==> config.mk <==
export PLATFORM = sky130hd
export DESIGN_NAME = gf_asm_ctrl
export DESIGN_NICKNAME = d
export VERILOG_FILES = /design/src/rtl/gf_asm_ctrl.sv
export SDC_FILE = /design/constraint.sdc
export NUM_CORES = 1
export LEC_CHECK = 0
export CORE_MARGIN = 2
export CORE_UTILIZATION = 40
export DETAILED_ROUTE_END_ITERATION = 8
export PLACE_DENSITY = 0.73
export SYNTH_ARGS = -nofsm -noshare
export SYNTH_HDL_FRONTEND = slang
export SYNTH_SLANG_ARGS = --single-unit
==> constraint.sdc <==
create_clock -name clk -period 2.58 [get_ports clk]
set_clock_uncertainty 0.2 [all_clocks]
set_input_delay 0.387 -clock clk [delete_from_list [all_inputs] [get_ports clk]]
set_output_delay 0.387 -clock clk [all_outputs]
set_load 0.02 [all_outputs]
==> src/rtl/gf_asm_ctrl.sv <==
// Sequential GF(2^WIDTH) multiplier controller: MSB-first shift/reduce/XOR
// datapath, one step per cycle, with a start/ready/busy/done handshake.
module gf_asm_ctrl #(
    parameter int unsigned     SIZE = 8,
    parameter logic [SIZE/2:0] POLY = 5'b10011
) (
    input  logic                      clk,
    input  logic                      rst,
    input  logic                      start,
    input  logic [SIZE-1:0]           in,
    output logic                      ready,
    output logic                      busy,
    output logic                      done,
    output logic [SIZE/2-1:0]         out,
    output logic [$clog2(SIZE/2):0]   cnt
);

    localparam int unsigned WIDTH = SIZE / 2;
    localparam int unsigned IW    = $clog2(WIDTH);
    localparam int unsigned CW    = IW + 1;

    typedef enum logic [1:0] {
        IDLE = 2'd0,
        RUN  = 2'd1,
        DONE = 2'd2
    } state_t;

    state_t             state, state_n;
    logic [WIDTH-1:0]   a_r, a_n;
    logic [WIDTH-1:0]   b_r, b_n;
    logic [WIDTH-1:0]   acc, acc_n;
    logic [CW-1:0]      cnt_n;
    logic [WIDTH-1:0]   out_n;
    logic               done_n;
    logic               ready_n;
    logic               busy_n;
    logic [IW-1:0]      idx;
    logic [WIDTH:0]     t;
    logic [WIDTH-1:0]   step;

    // State, datapath and registered outputs.
    always_ff @(posedge clk or posedge rst) begin
        if (rst) begin
            state <= IDLE;
            a_r   <= '0;
            b_r   <= '0;
            acc   <= '0;
            cnt   <= '0;
            out   <= '0;
            done  <= 1'b0;
            ready <= 1'b1;
            busy  <= 1'b0;
        end else begin
            state <= state_n;
            a_r   <= a_n;
            b_r   <= b_n;
            acc   <= acc_n;
            cnt   <= cnt_n;
            out   <= out_n;
            done  <= done_n;
            ready <= ready_n;
            busy  <= busy_n;
        end
    end

    // Next-state logic and one multiply step (shift, reduce, conditional add).
    always_comb begin
        state_n = state;
        a_n     = a_r;
        b_n     = b_r;
        acc_n   = acc;
        cnt_n   = cnt;
        out_n   = out;
        done_n  = 1'b0;

        idx  = IW'(cnt - CW'(1));
        t    = {acc, 1'b0};
        if (t[WIDTH]) begin
            t = t ^ POLY;
        end
        step = t[WIDTH-1:0] ^ (b_r[idx] ? a_r : '0);

        case (state)
            IDLE, DONE: begin
                if (start) begin
                    a_n     = in[SIZE-1:WIDTH];
                    b_n     = in[WIDTH-1:0];
                    acc_n   = '0;
                    cnt_n   = CW'(WIDTH);
                    state_n = RUN;
                end else begin
                    state_n = IDLE;
                end
            end
            RUN: begin
                acc_n = step;
                cnt_n = cnt - CW'(1);
                if (cnt == CW'(1)) begin
                    out_n   = step;
                    done_n  = 1'b1;
                    state_n = DONE;
                end
            end
            default: state_n = IDLE;
        endcase

        ready_n = (state_n != RUN);
        busy_n  = (state_n == RUN);
    end

endmodule

==> results.toml, run 1 <==
[place]
io_buffers = 20
place_ws_ps = 523
dpl.cell_count = 159
dp_hpwl_um = 1440
place.gp.congestion = 0.805
dpl_cell_area_um2 = 1330

[route]
wirelength_um = 2050
postRouteAntennaNets = 0
num_vias = 861
drt_iter0_drc = 33
wire_per_inst_um = 12.6
dr.pass1.iters = 4
drc = 0
viasPerCell = 5.28

[sta]
setup_violations = 0
maxSlewHeadroom = 0.642
max_clock_freq_mhz = 480
timing.final.crit_share = 0.808
finalHoldViolations = 0
holdWs_ps = 203
setup_ws_ps = 495
drv_slew = 0
tns_ps = 0
rsz0062_at_grt = "false"
worst_slew_pin_slew_ps = 537
layout_min_cycle_time_ps = 2090

[power_and_ir_drop]
comb_power_share = 0.474
power_mw = 1.66
power.density_nw_per_um2 = 1220
peakVddDrop_mv = 0.676
p_int_mw = 0.975
p_switching_mw = 0.690
clock_power_share = 0.118
switching_share = 0.414
leakage_nw = 0.639
p_seq_frac = 0.409

[cts]
cts_hold_buf = 0
cts_tree = "yes"
path_clk_slew_ps = 130
cts_setup_buffers = 0
cts.sink_count = 24
cts_inserted_buffers = 3
htree_levels = 1
clk_latency_ps = 320
clockBufferDepth = 2
cts_resized = 0
root_buffer = "clkbuf_4"

[cells_and_area]
fillers = 265
finalCoreUtilization = 0.507
final_cell_mix = "28 x nand2_1, 23 x dfrtp_1, 20 x clkdlybuf4s50_1"
n_antenna_cell = 0
finish.net_count = 146
final_cells = 163
finalInstanceArea_um2 = 1360
register_area_um2 = 602
multi_input_area_um2 = 435
final_common_cell = "nand2_1"
syn_to_final_growth_pct = 23.6
drive_gt1_frac = 0.106

[synth]
syn_area_um2 = 1100
synth_area_per_cell_um2 = 9.83
seq_area_frac_synth = 0.547
ys_ff_latch = 24
yosysWarnings = 0
synthCells = 112
syn_nets = 125
synth_cell_types = 21

[outcome]
status = "completed"

[worst_setup_path]
critPathKind = "flop to flop"
reg2reg_depth = 5
critPathArrivalTime_ps = 2090
r2r_setup_slack_ps = 490
crit_end = "acc[3]$_DFFE_PP0P_"
cp-start-kind = "flop"
endpoint_kind = "flop"
worst_r2r_endpoint = "acc[3]$_DFFE_PP0P_"
critPathMaxFanout = 16
crit_start = "cnt[0]$_DFFE_PP0P_"
rr_startpoint = "cnt[0]$_DFFE_PP0P_"
worstPathRequired_ps = 2590

[die]
die_w_um = 56.5
core_um2 = 2690
initial_core_util = 0.410
die-height_um = 56.5
fp-row-count = 19
ios = 21
die-area_um2 = 3190

[grt]
antenna_found_initial = 0
overflow = 0
grt_pass1_vias = 800
grt_usage = 0.142
grt_max_degree = 25
grt_pass1_wl_um = 3520

[min_path]
hp-class = "primary input to async pin"

[job]
drv_cap = 0
==> critical path, stage by stage, from the launching register on <==
cell	delay, ps
dfrtp_1	480
inv_1	70
ha_1	320
mux4_2	450
a211o_2	370
o311ai_0	100
==> Yosys cell counts <==
cell,n,share of area
xnor2_1,1,0.0080
o311ai_0,2,0.016
clkbuf_1,4,0.014
a211o_1,2,0.016
buf_6,1,0.010
nand3_1,10,0.045
a211o_2,6,0.055
nor2b_1,3,0.017
dfstp_2,1,0.024
nand2_1,28,0.095
dfrtp_1,23,0.52
nand4bb_1,1,0.010
inv_1,9,0.031
nand2b_1,2,0.011
a21oi_1,1,0.0045
nand4_1,8,0.045
buf_1,1,0.0034
o21ai_0,5,0.023
and3_1,1,0.0057
mux4_2,1,0.020
ha_1,2,0.023
==> final cells by class <==
| cell class | instances | area share |
|---|---|---|
| Multi-Input combinational cell | 73 | 0.320 |
| Sequential cell | 24 | 0.442 |
| Tap cell | 31 | 0.0285 |
| Inverter | 9 | 0.0248 |
| Timing Repair Buffer | 22 | 0.158 |
| Clock buffer | 4 | 0.0267 |
==> worst min-delay path by stage <==
stage / from / end / cells past startpoint / slack (ps)
detailed placement: b_r[0]$_DFFE_PP0P_ / b_r[0]$_DFFE_PP0P_ / 2 / 260
CTS: rst / state[0]$_DFF_PP0_ / 3 / 220
finish: rst / acc[1]$_DFFE_PP0P_ / 3 / 200
floorplan: rst / a_r[0]$_DFFE_PP0P_ / 1 / 200
global placement: b_r[0]$_DFFE_PP0P_ / b_r[0]$_DFFE_PP0P_ / 2 / 260
global route: rst / a_r[2]$_DFFE_PP0P_ / 3 / 230
==> state kept, by name, summed over array words and instances, names as in the netlist <==
name and cells:
ready 1, a_r 4, out 4, state 2
done 1, acc 4, busy 1, b_r 4
cnt 3
==> power groups by stage <==
stage               clock network [mW]  registers [mW]  logic (mW)
global route                     0.216           0.709       0.885
finish                           0.196           0.680       0.789
floorplan                            0           0.748       0.497
CTS                              0.202           0.682       0.794
detailed placement                   0           0.691       0.789
global placement                     0           0.680       0.768
==> cell families (layout without fill, tap and decap cells) <==
group | count (synthesis) | after routing | synth area share
compound gates | 16 | 16 | 0.114
mux | 1 | 1 | 0.0205
flops | 24 | 24 | 0.547
xor+xnor | 1 | 1 | 0.00796
fa+ha+maj | 2 | 2 | 0.0227
buf+inv | 15 | 35 | 0.0579
simple gates | 53 | 53 | 0.231
==> metal layers <==
metal / part of all wire / global-route usage
met1: 0.46 / 0.197
met2: 0.47 / 0.214
met4: 0.021 / 0.0714
met5: 0 / 0
met3: 0.043 / 0.0230
(Power assumes the default switching activity.)
==> run 2: changes to the inputs <==
--- a/config.mk
+++ b/config.mk
@@ -8,7 +8,7 @@
 export CORE_MARGIN = 2
 export CORE_UTILIZATION = 40
 export DETAILED_ROUTE_END_ITERATION = 8
-export PLACE_DENSITY = 0.73
+export PLACE_DENSITY = 0.76
 export SYNTH_ARGS = -nofsm -noshare
 export SYNTH_HDL_FRONTEND = slang
 export SYNTH_SLANG_ARGS = --single-unit
==> constraint.sdc (replaced) <==
create_clock -name clk -period 1.7 [get_ports clk]
set_clock_uncertainty 0.2 [all_clocks]
set_input_delay 0.255 -clock clk [delete_from_list [all_inputs] [get_ports clk]]
set_output_delay 0.255 -clock clk [all_outputs]
set_load 0.02 [all_outputs]
==> results.toml, run 2 (same netlist as run 1, synthesis figures left out) <==
[worst_setup_path]
critPathMaxFanout = 8
worstPathRequired_ps = 1730
cp-start-kind = "flop"
reg2reg_depth = 5
endpoint_kind = "flop"
critPathKind = "flop to flop"
critPathArrivalTime_ps = 1900

[cells_and_area]
final_cell_mix = "28 x nand2_1, 21 x dfrtp_1, 12 x buf_4"
final_common_cell = "nand2_1"
syn_to_final_growth_pct = 39.7
drive_gt1_frac = 0.262
n_antenna_cell = 0
fillers = 251
finish.net_count = 159
final_cells = 176

[place]
dpl.cell_count = 168
io_buffers = 20
place_ws_ps = -207
place.gp.congestion = 0.803
dp_hpwl_um = 1630

[job]
drv_cap = 0

[sta]
rsz0062_at_grt = "true"
max_clock_freq_mhz = 536
setup_violations = 8
worst_slew_pin_slew_ps = 415
maxSlewHeadroom = 0.723
setup_ws_ps = -165
drv_slew = 0
finalHoldViolations = 0
layout_min_cycle_time_ps = 1860
timing.final.crit_share = 1.10

[cts]
clockBufferDepth = 2
cts_inserted_buffers = 3
path_clk_slew_ps = 150
htree_levels = 1
cts_tree = "yes"
root_buffer = "clkbuf_4"
clk_latency_ps = 330
cts.sink_count = 24
cts_hold_buf = 0

[route]
wirelength_um = 2700
viasPerCell = 5.39
dr.pass1.iters = 4
drc = 0
wire_per_inst_um = 15.3
num_vias = 948
drt_iter0_drc = 22
postRouteAntennaNets = 0

[die]
core_um2 = 2690
initial_core_util = 0.410
die-height_um = 56.5
die-area_um2 = 3190
ios = 21
die_w_um = 56.5
fp-row-count = 19

[outcome]
status = "finished, violations left"
violations = "negative setup slack"

[min_path]
hp-class = "primary input to async pin"

[grt]
antenna_found_initial = 0
grt_max_degree = 25
grt_pass1_vias = 938
grt_usage = 0.181
overflow = 0
grt_pass1_wl_um = 4480

[power_and_ir_drop]
power.density_nw_per_um2 = 2040
leakage_nw = 0.748
peakVddDrop_mv = 1.06
-- run 2: cell types whose count changed in the layout (fill, tap and decap cells not counted), sizes merged --
cell,before,now
buf,2,14
clkdlybuf4s50,20,10
dlygate4sd2,0,9
bufinv,0,1
clkbuf,4,3
clkdlybuf4s15,0,1
mux4,1,2
-- run 2: per-stage QoR --
step	power [mW]	cell area [um2]	utilization	hold slack [ps]	setup TNS [ps]
6_report	3.13	1540	0.572	57.7	-937
3_5_place_dp	2.44	1410	0.524	270	-1290
3_3_place_gp	2.38	1410	0.524	256	-892
5_1_grt	3.33	1540	0.572	107	-1320
2_1_floorplan	1.91	1100	-	68.7	-1020
4_1_cts	2.99	1520	0.565	76.6	-644
-- run 2: per-layer routing --
layer,wire [um],vias up,share of wire,global-route usage
li1,-,459,-,-
met1,1170,461,0.43,0.252
met2,1370,23,0.51,0.287
met3,119,5,0.044,0.0253
met4,36,0,0.013,0.0646
met5,0,-,0,0
-- run 2: layout make-up --
cell class | count | area (um2) | share of cell area
inverter | 9 | 33.8 | 0.0220
tap | 31 | 38.8 | 0.0252
timing repair buffer | 34 | 310 | 0.202
multi-input combinational | 74 | 498 | 0.324
clock buffer | 3 | 22.5 | 0.0146
clock inverter | 1 | 30.0 | 0.0195
sequential | 24 | 604 | 0.393
-- run 2: final timing paths --
path,startpoint,to,slack (ps)
worst max register to register,cnt[0]$_DFFE_PP0P_,acc[2]$_DFFE_PP0P_,-160
worst min-delay path,rst,state[0]$_DFF_PP0_,60
worst min register to register,out[2]$_DFFE_PP0P_,out[2]$_DFFE_PP0P_,310
min in group clk,in[5],a_r[1]$_DFFE_PP0P_,230
max in group asynchronous,rst,ready$_DFF_PP1_,960
worst max-delay path,cnt[0]$_DFFE_PP0P_,acc[2]$_DFFE_PP0P_,-160
-- run 2: repair_timing --
item / in CTS / in global routing
hold endpoints to repair: 0 / 0
buffers inserted: 2 / 1
pin swaps: 5 / 3
endpoints found under the setup margin: 18 / 10
gates cloned: 1 / 0
resized for setup: 18 / 4
-- run 2: worst max-delay path, cell delays in order, from the launching register on --
cell and delay (ps):
dfrtp_2 420, inv_2 50, ha_4 280, mux4_2 400, a211o_2 340, o311ai_2 80
-- run 2: power breakdown --
part	total, mW	internal [mW]	switching [mW]
Clock	0.427	0.239	0.188
Sequential	1.07	0.842	0.227
Combinational	1.64	0.773	0.866
==> run 3: changes to the inputs <==
--- a/config.mk
+++ b/config.mk
@@ -8,6 +8,7 @@
 export CORE_MARGIN = 2
 export CORE_UTILIZATION = 40
 export DETAILED_ROUTE_END_ITERATION = 8
+export GPL_ROUTABILITY_DRIVEN = 0
 export PLACE_DENSITY = 0.76
 export SYNTH_ARGS = -nofsm -noshare
 export SYNTH_HDL_FRONTEND = slang
==> results of run 3 <==
Final layout, timing and power as in run 2 (identical DEF).
